**config.mk**
```make
export PLATFORM = sky130hd
export DESIGN_NAME = inst_rom_arbiter
export DESIGN_NICKNAME = d
export VERILOG_FILES = /design/src/rtl/inst_rom_arbiter.sv
export SDC_FILE = /design/constraint.sdc
export NUM_CORES = 1
export LEC_CHECK = 0
export ABC_AREA = 1
export CORE_ASPECT_RATIO = 0.9
export CORE_MARGIN = 1
export CORE_UTILIZATION = 35
export DETAILED_ROUTE_END_ITERATION = 10
export PLACE_DENSITY = 0.76
export SETUP_SLACK_MARGIN = 0.2
export SYNTH_ARGS = -nofsm -noshare
export SYNTH_HDL_FRONTEND = slang
export SYNTH_SLANG_ARGS = --single-unit
```
**constraint.sdc**
```tcl
create_clock -name clk -period 1.25 [get_ports clk]
set_input_delay 0.25 -clock clk [delete_from_list [all_inputs] [get_ports clk]]
set_output_delay 0.25 -clock clk [all_outputs]
set_load 0.03 [all_outputs]
```
**src/rtl/inst_rom_arbiter.sv**
```systemverilog
// inst_rom_arbiter: shares the single-port inst ROM between IF and DBG, registered read data.
// Optional address checking is enabled by defining INST_ROM_ARB_BOUND_CHK_EN.
module inst_rom_arbiter #(
    parameter int ADDR_W         = 32,
    parameter int DATA_W         = 32,
    parameter int MEM_DEPTH_LOG2 = 17,
    parameter int MAX_WAIT       = 4
) (
    input  logic              clk,
    input  logic              rst_n,
    input  logic              if_req,
    input  logic [ADDR_W-1:0] if_addr,
    output logic              if_gnt,
    output logic              if_rvalid,
    output logic [DATA_W-1:0] if_rdata,
    output logic              if_err,
    input  logic              dbg_req,
    input  logic [ADDR_W-1:0] dbg_addr,
    output logic              dbg_gnt,
    output logic              dbg_rvalid,
    output logic [DATA_W-1:0] dbg_rdata,
    output logic              dbg_err,
    output logic              mem_ce,
    output logic [ADDR_W-1:0] mem_addr,
    input  logic [DATA_W-1:0] mem_inst,
    output logic              stallreq_if
);
    localparam int CW = (MAX_WAIT > 0) ? $clog2(MAX_WAIT + 1) : 1;
    typedef enum logic [1:0] {IDLE, IF_RSP, DBG_RSP} state_t;
    state_t state, state_nxt;
    logic [CW-1:0] wait_cnt;
    logic [ADDR_W-1:0] gnt_addr;
    logic [DATA_W-1:0] word;
    logic dbg_force, bad, any_gnt;

    // Grants are gated by reset so every output drops the moment rst_n falls.
    assign dbg_force = dbg_req && (wait_cnt >= CW'(MAX_WAIT));
    assign dbg_gnt = rst_n & dbg_req & (~if_req | dbg_force);
    assign if_gnt = rst_n & if_req & ~dbg_gnt;
    assign any_gnt = if_gnt | dbg_gnt;
    assign stallreq_if = rst_n & if_req & ~if_gnt;
    assign gnt_addr = dbg_gnt ? dbg_addr : if_addr;
`ifdef INST_ROM_ARB_BOUND_CHK_EN
    assign bad = (|gnt_addr[1:0]) | (|(gnt_addr >> (MEM_DEPTH_LOG2 + 2)));
`else
    assign bad = 1'b0;
`endif
    assign mem_ce = any_gnt & ~bad;
    assign mem_addr = mem_ce ? gnt_addr : '0;
    assign word = bad ? '0 : mem_inst;
    assign if_rvalid = (state == IF_RSP);
    assign dbg_rvalid = (state == DBG_RSP);

    always_comb begin
        state_nxt = if_gnt ? IF_RSP : dbg_gnt ? DBG_RSP : IDLE;
    end

    always_ff @(posedge clk or negedge rst_n) begin
        if (!rst_n) begin
            state     <= IDLE;
            wait_cnt  <= '0;
            if_rdata  <= '0;
            dbg_rdata <= '0;
            if_err    <= 1'b0;
            dbg_err   <= 1'b0;
        end else begin
            state    <= state_nxt;
            wait_cnt <= (dbg_req && !dbg_gnt) ? wait_cnt + CW'(wait_cnt < CW'(MAX_WAIT)) : '0;
            if (if_gnt) begin
                if_rdata <= word;
                if_err   <= bad;
            end
            if (dbg_gnt) begin
                dbg_rdata <= word;
                dbg_err   <= bad;
            end
        end
    end
endmodule

```
* Yosys cells after proc, flatten, opt, wreduce, memory -nomap -nowiden *
Cells that the tools add are included.

cells by class
  $add $sub $neg = 1
  order comparisons = 2
  equality and inequality tests = 2
  multiplexer cells = 5
  bitwise operators = 10
  reduce and logical (&&, ||, !) cells = 3

operator list
  cell                                                                    number
  32-bit two-way mux                                                      2
  1-bit bitwise AND                                                       5
  2-bit two-way mux                                                       2
  3-bit by 1-bit adder with 3-bit output                                  1
  3-bit >= comparator (second input constant)                             1
  3-bit < comparator (second input constant)                              1
  3-bit two-way mux                                                       1
  1-bit NOT                                                               3
  2-bit by 1-bit equality test with 1-bit output (second input constant)  1
  2-bit equality test (second input constant)                             1
  1-bit logical AND                                                       2
  1-bit bitwise OR                                                        2
  1-bit logical NOT                                                       1

word-level totals
  flip-flop bits (word level) = 69

* Depth between registers and ports, before layout *
Gate-level depths: netlist (run 1).

  depth after elaboration = 8
  gate-level depth with buffers = 7

* Least setup slack after synthesis (run 1) *
No wires, ideal clock.

  kind = reg-to-output
  start = register wait_cnt[2]
  end = output mem_addr[21]
  arrival = 1.324 ns
  data required time = 1.000 ns
  slack = -0.324 ns
  stages on the path, launching flop included = 8
  buffers on the path = 2
  path through = dfrtp_1 -> inv_2 -> nand2_2 -> buf_6 -> clkbuf_8 -> nand3_1 -> nand2_1 -> nor2_1

on the way
  longest elaborated chain between the ends = 8
  elaborated cells on any way between the ends = 9

ends and longest elaborated chain
  item                      RTL line  text
  start: declaration        31        logic [CW-1:0] wait_cnt;
  start signal: assignment  68        wait_cnt <= (dbg_req && !dbg_gnt) ? wait_cnt + CW'(wait_cnt < CW'(MAX_WAIT)) : '0;
  3-bit >= comparator (*)   37        assign dbg_force = dbg_req && (wait_cnt >= CW'(MAX_WAIT));
  1-bit logical AND (*)     37
  1-bit bitwise OR (*)      38        assign dbg_gnt = rst_n & dbg_req & (~if_req | dbg_force);
  1-bit bitwise AND (*)     38
  1-bit NOT                 39        assign if_gnt = rst_n & if_req & ~dbg_gnt;
  1-bit bitwise AND         39
  1-bit bitwise OR          40        assign any_gnt = if_gnt | dbg_gnt;
  32-bit two-way mux (*)    49        assign mem_addr = mem_ce ? gnt_addr : '0;
  end: declaration          24        output logic [ADDR_W-1:0] mem_addr,

Mark *: on every way between the ends. The rest lies on a longest branch, timed or not.

* Final worst setup path (run 1) *
  start = register wait_cnt[2]
  end = output mem_addr[20]

Same word-level chain as after synthesis.

==> metrics.md, run 1 <==
| Metric | Value |
|---|---|
| Syn_area_per_cell | `between 7 and 8 um^2` |
| Core Footprint | `roughly 0.010 mm^2` |
| I/O Buffers | `about 200` |
| Peak supply drop | `around 860 uV` |
| Fmax achieved | `between 500 and 600 MHz` |
| NumNets Final | `820` |
| Yosys reg bits | `69` |
| Worst path arrival time | `roughly 1.6 ns` |
| RSZ-0062 raised after global routing | `true` |
| Crit path time final | `about 1.9 ns` |
| Hold slack | `0.0368 ns` |
| Slowest cell on crit path | `dfrtp_1` |
| Total gr overflow | `0` |
| Cell Chain, Critical Path | `inv_2 -> nand2_8 -> buf_6 -> nand3_1 -> nand2_2 -> nor2_4 -> buf_4` |
| Footprint of the multi-input gates | `between 0.002 and 0.0025 mm^2` |
| DRT iter0 DRCs | `~220` |
| Total CTS buffers | `9` |
| Worst path required time | `1.00 ns` |
| Outcome | `finished with violations` |
| Drt total wl | `between 10,000 and 15,000 um` |
| Cells after synthesis | `roughly 480` |
| Fin. Hold Viols | `0` |
| Worst-Skew Late Latency | `0.33 ns` |
| CP Class | `reg -> out` |
| Syn Std Cell Area | `roughly 0.0037 mm^2` |
| Vias in the first global route | `about 3,900` |
| # clock sinks | `just under 70` |
| Vias | `4,176` |
| FF-to-FF Start | `wait_cnt[2]` |
| Dpl ws | `-0.694 ns` |
| Share of cells above drive strength 1 | `0.440` |
| Placed cell areas | `0.00597 mm^2` |
| Die area | `approximately 0.011 mm^2` |
| Worst Hold Class | `in -> async` |
| H-tree levels | `3` |
| Boundary pin count | `a little over 200` |
| CTS max path bufs | `2` |
| CP Max Fanout | `10` |
| Global-route usage over all layers | `0.239` |
| Post-route ant nets | `0` |
| Power per cell area | `1240 mW/mm^2` |
| FILL cells | `between 600 and 700` |
| Die Y | `99.0 um` |
| Initial DRT Pass Iterations | `5` |
| Post-route cell area | `0.00748 mm^2` |
| Setup violators final | `around 100` |
| Worst Max-Slew Pin Slew | `about 0.73 ns` |
| Reg clk slew, reported paths | `approximately 0.050 ns` |
| Reg area | `~0.0017 mm^2` |
| Vias per cell | `4.90` |
| CTS tree | `done` |
| LEAKAGE | `roughly 0.0036 uW` |
| Post-DP HPWL | `approximately 8500 um` |
| Die Wd | `110 um` |
| Final setup margin | `-0.619 ns` |
| Slew Limit Headroom | `0.512` |
| Worst setup SP type | `flip-flop` |
| Wire per inst | `approximately 17 um` |
| Max cap viols | `0` |
| Post-synthesis sequential area ratio | `0.472` |
| Final Skew | `around 0.0023 ns` |
| First-pass GRT wire length | `between 15,000 and 20,000 um` |
| Netlist cell types | `18` |
| Row count | `35` |
| Largest stage delay on the critical path | `0.38 ns` |
| Starting density of the core | `0.359` |
| Failing checks | `negative setup slack` |
| Root buf cell | `clkbuf_16` |
| Largest net degree at the start of global routing | `just under 60` |
| Area grow syn2layout | `104%` |
| DRC Markers | `0` |
| Initial antenna violation count | `0` |
| Syn. warnings | `0` |
| CP Launch Point | `wait_cnt[2]` |
| Tcrit/Tclk final | `1.50` |
| Element type at the critical path end | `primary output` |
| ANT cells | `0` |
| Final GP Congestion | `roughly 0.72` |
| Final slew viol count | `0` |
==> placed cells by master, fill, tap and decap left out, types with 3 or more instances in the layout <==
master	Yosys	routed
a21oi_2	0	14
a21oi_4	0	18
buf_12	0	19
buf_16	0	4
buf_4	14	35
buf_6	9	95
clkbuf_16	0	12
clkdlybuf4s50_1	0	96
dfrtp_1	69	69
inv_1	39	37
inv_6	0	3
nand2_1	197	155
nand2_2	2	40
nand2_4	1	3
nand3_1	54	40
nand3_2	10	24
nor2_1	37	4
nor2_4	0	32
==> through the flow <==
stage / power, uW / instances / TNS [ns] / util
3_5_place_dp: 5940 / 800 / -61.84 / 0.585
5_1_grt: 9640 / 852 / -36.46 / 0.733
3_3_place_gp: 5880 / 800 / -59.43 / 0.585
6_report: 9260 / 852 / -30.43 / 0.733
4_1_cts: 8700 / 825 / -32.31 / 0.659
2_1_floorplan: 4530 / 485 / -3.59 / -
==> timing repair <==
item / CTS / global route
pin swaps: 3 / 7
hold buffers: 0 / 0
cloned: 5 / 4
gates resized for setup: 82 / 132
buffers inserted: 4 / 23
setup endpoints to repair: 171 / 171
==> logic make-up (layout without fill, tap and decap cells) <==
kind of cell / Yosys count / count (layout) / share of synthesized area
flip-flops: 69 / 69 / 0.472
adder cells (fa/ha/maj): 2 / 2 / 0.00683
other: 1 / 2 / 0.00102
AO/OA/AOI/OAI: 32 / 32 / 0.0437
AND/OR/NAND/NOR: 301 / 301 / 0.348
buffers and inverters: 78 / 316 / 0.127
XOR/XNOR: 1 / 1 / 0.00239
==> layer usage <==
metal	global-route usage	vias up	wire length, um
li1	-	1955	-
met1	0.261	2008	5460
met2	0.431	178	7660
met3	0.0767	35	1270
met4	0.0810	0	463
met5	0	-	0
==> worst max-delay path: cells and delay by family (launching register included) <==
kind,cells,cell delay [ns]
flops,1,0.38
buf+inv,3,0.48
simple gates,4,0.41
==> state kept, by name (all words and copies together) (netlist names) <==
name,cells
state,2
if_rdata,32
dbg_rdata,32
wait_cnt,3
==> worst paths after layout <==
check / end / slack [ns] / cells past startpoint
hold / removal: state[0] / 0.04 / 3
setup / recovery: mem_addr[20] / -0.62 / 7
hold reg to reg: if_rdata[24] / 0.49 / 2
min in group clk: wait_cnt[0] / 0.21 / 3
max in group asynchronous: dbg_rdata[26] / 0.58 / 2
setup reg to reg: if_rdata[29] / -0.23 / 9
==> Yosys cell counts, drive strengths merged <==
cell	count	area (um^2)
nor2	37	139
dfrtp	69	1730
conb	1	3.75
nand2	200	763
xnor2	1	8.76
nand3	64	370
ha	2	25.0
inv	43	161
buf	32	262
clkbuf	3	41.3
a21oi	32	160
==> layout make-up <==
class                           instances  area share
Clock buffer                           12      0.0329
Clock inverter                          4     0.00636
Inverter                               43      0.0241
Multi-Input combinational cell        338       0.294
Sequential cell                        69       0.231
Tap cell                              129      0.0216
Timing Repair Buffer                  257       0.391
==> power by group <==
| group | internal, uW | switching [uW] | total, uW |
|---|---|---|---|
| sequential | 2590 | 285 | 2880 |
| combinational | 1820 | 2050 | 3870 |
| clock | 1590 | 917 | 2510 |
Power figures use the tool's default switching activity.
==> inputs of run 2 (changes only) <==
--- a/config.mk
+++ b/config.mk
@@ -6,11 +6,12 @@
 export NUM_CORES = 1
 export LEC_CHECK = 0
 export ABC_AREA = 1
+export ABC_CLOCK_PERIOD_IN_PS = 1250
 export CORE_ASPECT_RATIO = 0.9
 export CORE_MARGIN = 1
 export CORE_UTILIZATION = 35
 export DETAILED_ROUTE_END_ITERATION = 10
-export PLACE_DENSITY = 0.76
+export PLACE_DENSITY = 0.83
 export SETUP_SLACK_MARGIN = 0.2
 export SYNTH_ARGS = -nofsm -noshare
 export SYNTH_HDL_FRONTEND = slang
==> run 2 against run 1 <==
  * Count of clock-buffer cells in the layout down 2
  * Die area stayed put
  * The flow still finishes with violations (negative setup slack)
  * Design area grew 21%
  * Register-to-register slack worse by 0.22 ns
  * Worst setup slack better by 0.028 ns
  * First-iteration DRC count up 6.5%
  * Largest cell class unchanged
==> metrics.md, run 2 (synthesis results as in run 1) <==
| Metric | Value |
|---|---|
| Outcome | `finished with violations` |
| Failing checks | `negative setup slack` |
| Post-DP HPWL | `8800 um (+3.0%)` |
| Core Footprint | `0.0102 mm^2 (unchanged)` |
| Reg area | `0.00173 mm^2 (about the same)` |
| Post-Route Setup TNS | `-44.01 ns (-13.58 ns)` |
| Final GP Congestion | `0.771 (+6.6%)` |
| Reg clk slew, reported paths | `0.06 ns (about the same)` |
| Max cap viols | `0 (unchanged)` |
| Regs by FF count | `dbg_rdata (32), if_rdata (32), wait_cnt (3)` |
| Slowest cell on crit path | `dfrtp_1` |
| Worst path arrival time | `1.59 ns (-0.03 ns)` |
| Worst setup SP type | `flip-flop` |
| Starting density of the core | `0.359 (unchanged)` |
| DRT iter0 DRCs | `229 (+6.5%)` |
| Tot Pwr | `10,800 uW (+17%)` |
| Final Skew | `0.00953 ns (+0.00727 ns)` |
| Post-route ant nets | `0 (unchanged)` |
| H-tree levels | `3 (unchanged)` |
| Levels on crit path | `6 (-1)` |
| Commonest non-fill, non-tap cell in the layout | `nand2_2` |
| Row count | `35 (unchanged)` |
| # clock sinks | `69 (unchanged)` |
| CTS tree | `done` |
| FF-to-FF Start | `wait_cnt[2]` |
| Wire per inst | `22.1 um (+27%)` |
| Footprint of the multi-input gates | `0.00279 mm^2 (+27%)` |
| Vias per cell | `5.27 (+7.5%)` |
| Root buf cell | `clkbuf_16` |
| DRC Markers | `0 (unchanged)` |
| Final slew viol count | `0 (unchanged)` |
| Element type at the critical path end | `primary output` |
| Final setup margin | `-0.591 ns (+0.0281 ns)` |
| Worst Max-Slew Pin Slew | `0.798 ns (+0.0667 ns)` |
| Die area | `0.0109 mm^2 (unchanged)` |
| Tcrit/Tclk final | `1.47 (-0.0225)` |
| Die Y | `99.0 um (unchanged)` |
| Global-route usage over all layers | `0.312 (+0.0728)` |
| Crit path time final | `1.84 ns (-0.0281 ns)` |
| FILL cells | `450 (-35%)` |
| ANT cells | `0 (unchanged)` |
| Fmax achieved | `543 MHz (+1.5%)` |
| Worst Hold Class | `in -> async` |
| Worst Reg-to-Reg Cells | `11 (+2)` |
| First-pass GRT wire length | `25,300 um (+28%)` |
| Power per cell area | `1200 mW/mm^2 (-3.3%)` |
| CP Class | `reg -> out` |
| Initial antenna violation count | `0 (unchanged)` |
| Slew Limit Headroom | `0.468 (-0.0445)` |
| Die Wd | `110 um (unchanged)` |
| Setup violators final | `106 (+1.9%)` |
| Most frequent cells in the layout | `nand2_2, buf_6, clkdlybuf4s50_1, buf_4, dfrtp_1` |
| CTS max path bufs | `2 (unchanged)` |
| Finished Core Util | `0.885 (+0.152)` |
| Peak supply drop | `1270 uV (+48%)` |
| Worst-Skew Late Latency | `0.34 ns (about the same)` |
| Boundary pin count | `204 (unchanged)` |
| Share of cells above drive strength 1 | `0.633 (+0.194)` |
| Total CTS buffers | `9 (unchanged)` |
| Hold slack | `0.0403 ns (+0.00348 ns)` |
| Largest net degree at the start of global routing | `62 (+5.1%)` |
| FF-to-FF setup slack | `-0.45 ns (-0.22 ns)` |
| WP buf/inv | `3 (unchanged)` |
| LEAKAGE | `0.00426 uW (+19%)` |
| Largest stage delay on the critical path | `0.41 ns (+0.03 ns)` |
| Worst path required time | `1.00 ns (about the same)` |
| Initial DRT Pass Iterations | `4 (-1)` |
| Critical Path Sink | `mem_addr[20]` |
| CP Launch Point | `wait_cnt[2]` |
| RSZ-0062 raised after global routing | `true` |
| Cell Chain, Critical Path | `inv_4 -> nand2_4 -> buf_6 -> a21oi_4 -> nor2_4 -> buf_4` |
| Vias in the first global route | `4,787 (+23%)` |
| Vias | `4,906 (+17%)` |
| Fin. Hold Viols | `0 (unchanged)` |
| I/O Buffers | `201 (unchanged)` |
| Drt total wl | `20,600 um (+38%)` |
| Area grow syn2layout | `147%` |
| Cell family with most CP delay | `buffers and inverters` |
| Reg-to-reg critical path endpoint | `dbg_rdata[0]` |
| NumNets Final | `899 (+9.6%)` |
| Total gr overflow | `0 (unchanged)` |
| CP Max Fanout | `9 (-1)` |
## run 2: worst min path at each step
stage          startpoint            end  slack [ns]
4_1_cts             rst_n       state[1]       0.003
5_1_grt             rst_n  dbg_rdata[25]        0.04
3_3_place_gp        rst_n    wait_cnt[2]        0.34
3_5_place_dp        rst_n    wait_cnt[2]        0.34
6_report            rst_n  dbg_rdata[25]        0.04
2_1_floorplan       rst_n   dbg_rdata[0]       -0.05
## run 2: what timing repair did
item	CTS	global route
gates resized for setup	244	165
hold buffers	0	0
gates cloned	16	5
setup buffers	56	33
endpoints found under the setup margin	171	171
pin swaps	33	34
## run 2: where the power goes
group / leakage (uW) / switching (uW) / internal, uW
combinational: 0.00324 / 2560 / 2430
sequential: 0.000861 / 327 / 2590
clock: 0.000159 / 1090 / 1820
## run 2: area by class of cell
cell class              count  share of cell area
multi-input cells         339               0.309
inverters                  43              0.0205
flip-flops and latches     69               0.191
clock inverters             6              0.0104
repair buffers            335               0.424
well taps                 129              0.0179
clock buffers              10              0.0265
## run 2: layer usage
layer | vias up | share of wire | global-route usage
met5 | - | 0 | 0
met4 | 0 | 0.057 | 0.132
met3 | 83 | 0.076 | 0.0840
met2 | 278 | 0.54 | 0.564
met1 | 2414 | 0.33 | 0.338
li1 | 2131 | - | -
## run 2: worst register-to-register path, stage by stage, from the launching register on
cell,delay (ns)
dfrtp_1,0.41
inv_4,0.12
nand2_8,0.09
buf_6,0.15
nand2_8,0.10
inv_8,0.05
buf_4,0.13
buf_6,0.10
buf_6,0.13
buf_16,0.16
nand2_1,0.10
nand2_2,0.06
## run 2: stage by stage
stage | setup slack (ns) | cells | area (um^2)
after floorplan | -0.130 | 485 | 4010
after global placement | -0.608 | 805 | 5980
after detailed placement | -0.645 | 805 | 5980
after CTS | -0.532 | 893 | 7950
after global routing | -0.652 | 931 | 9030
final | -0.591 | 931 | 9030
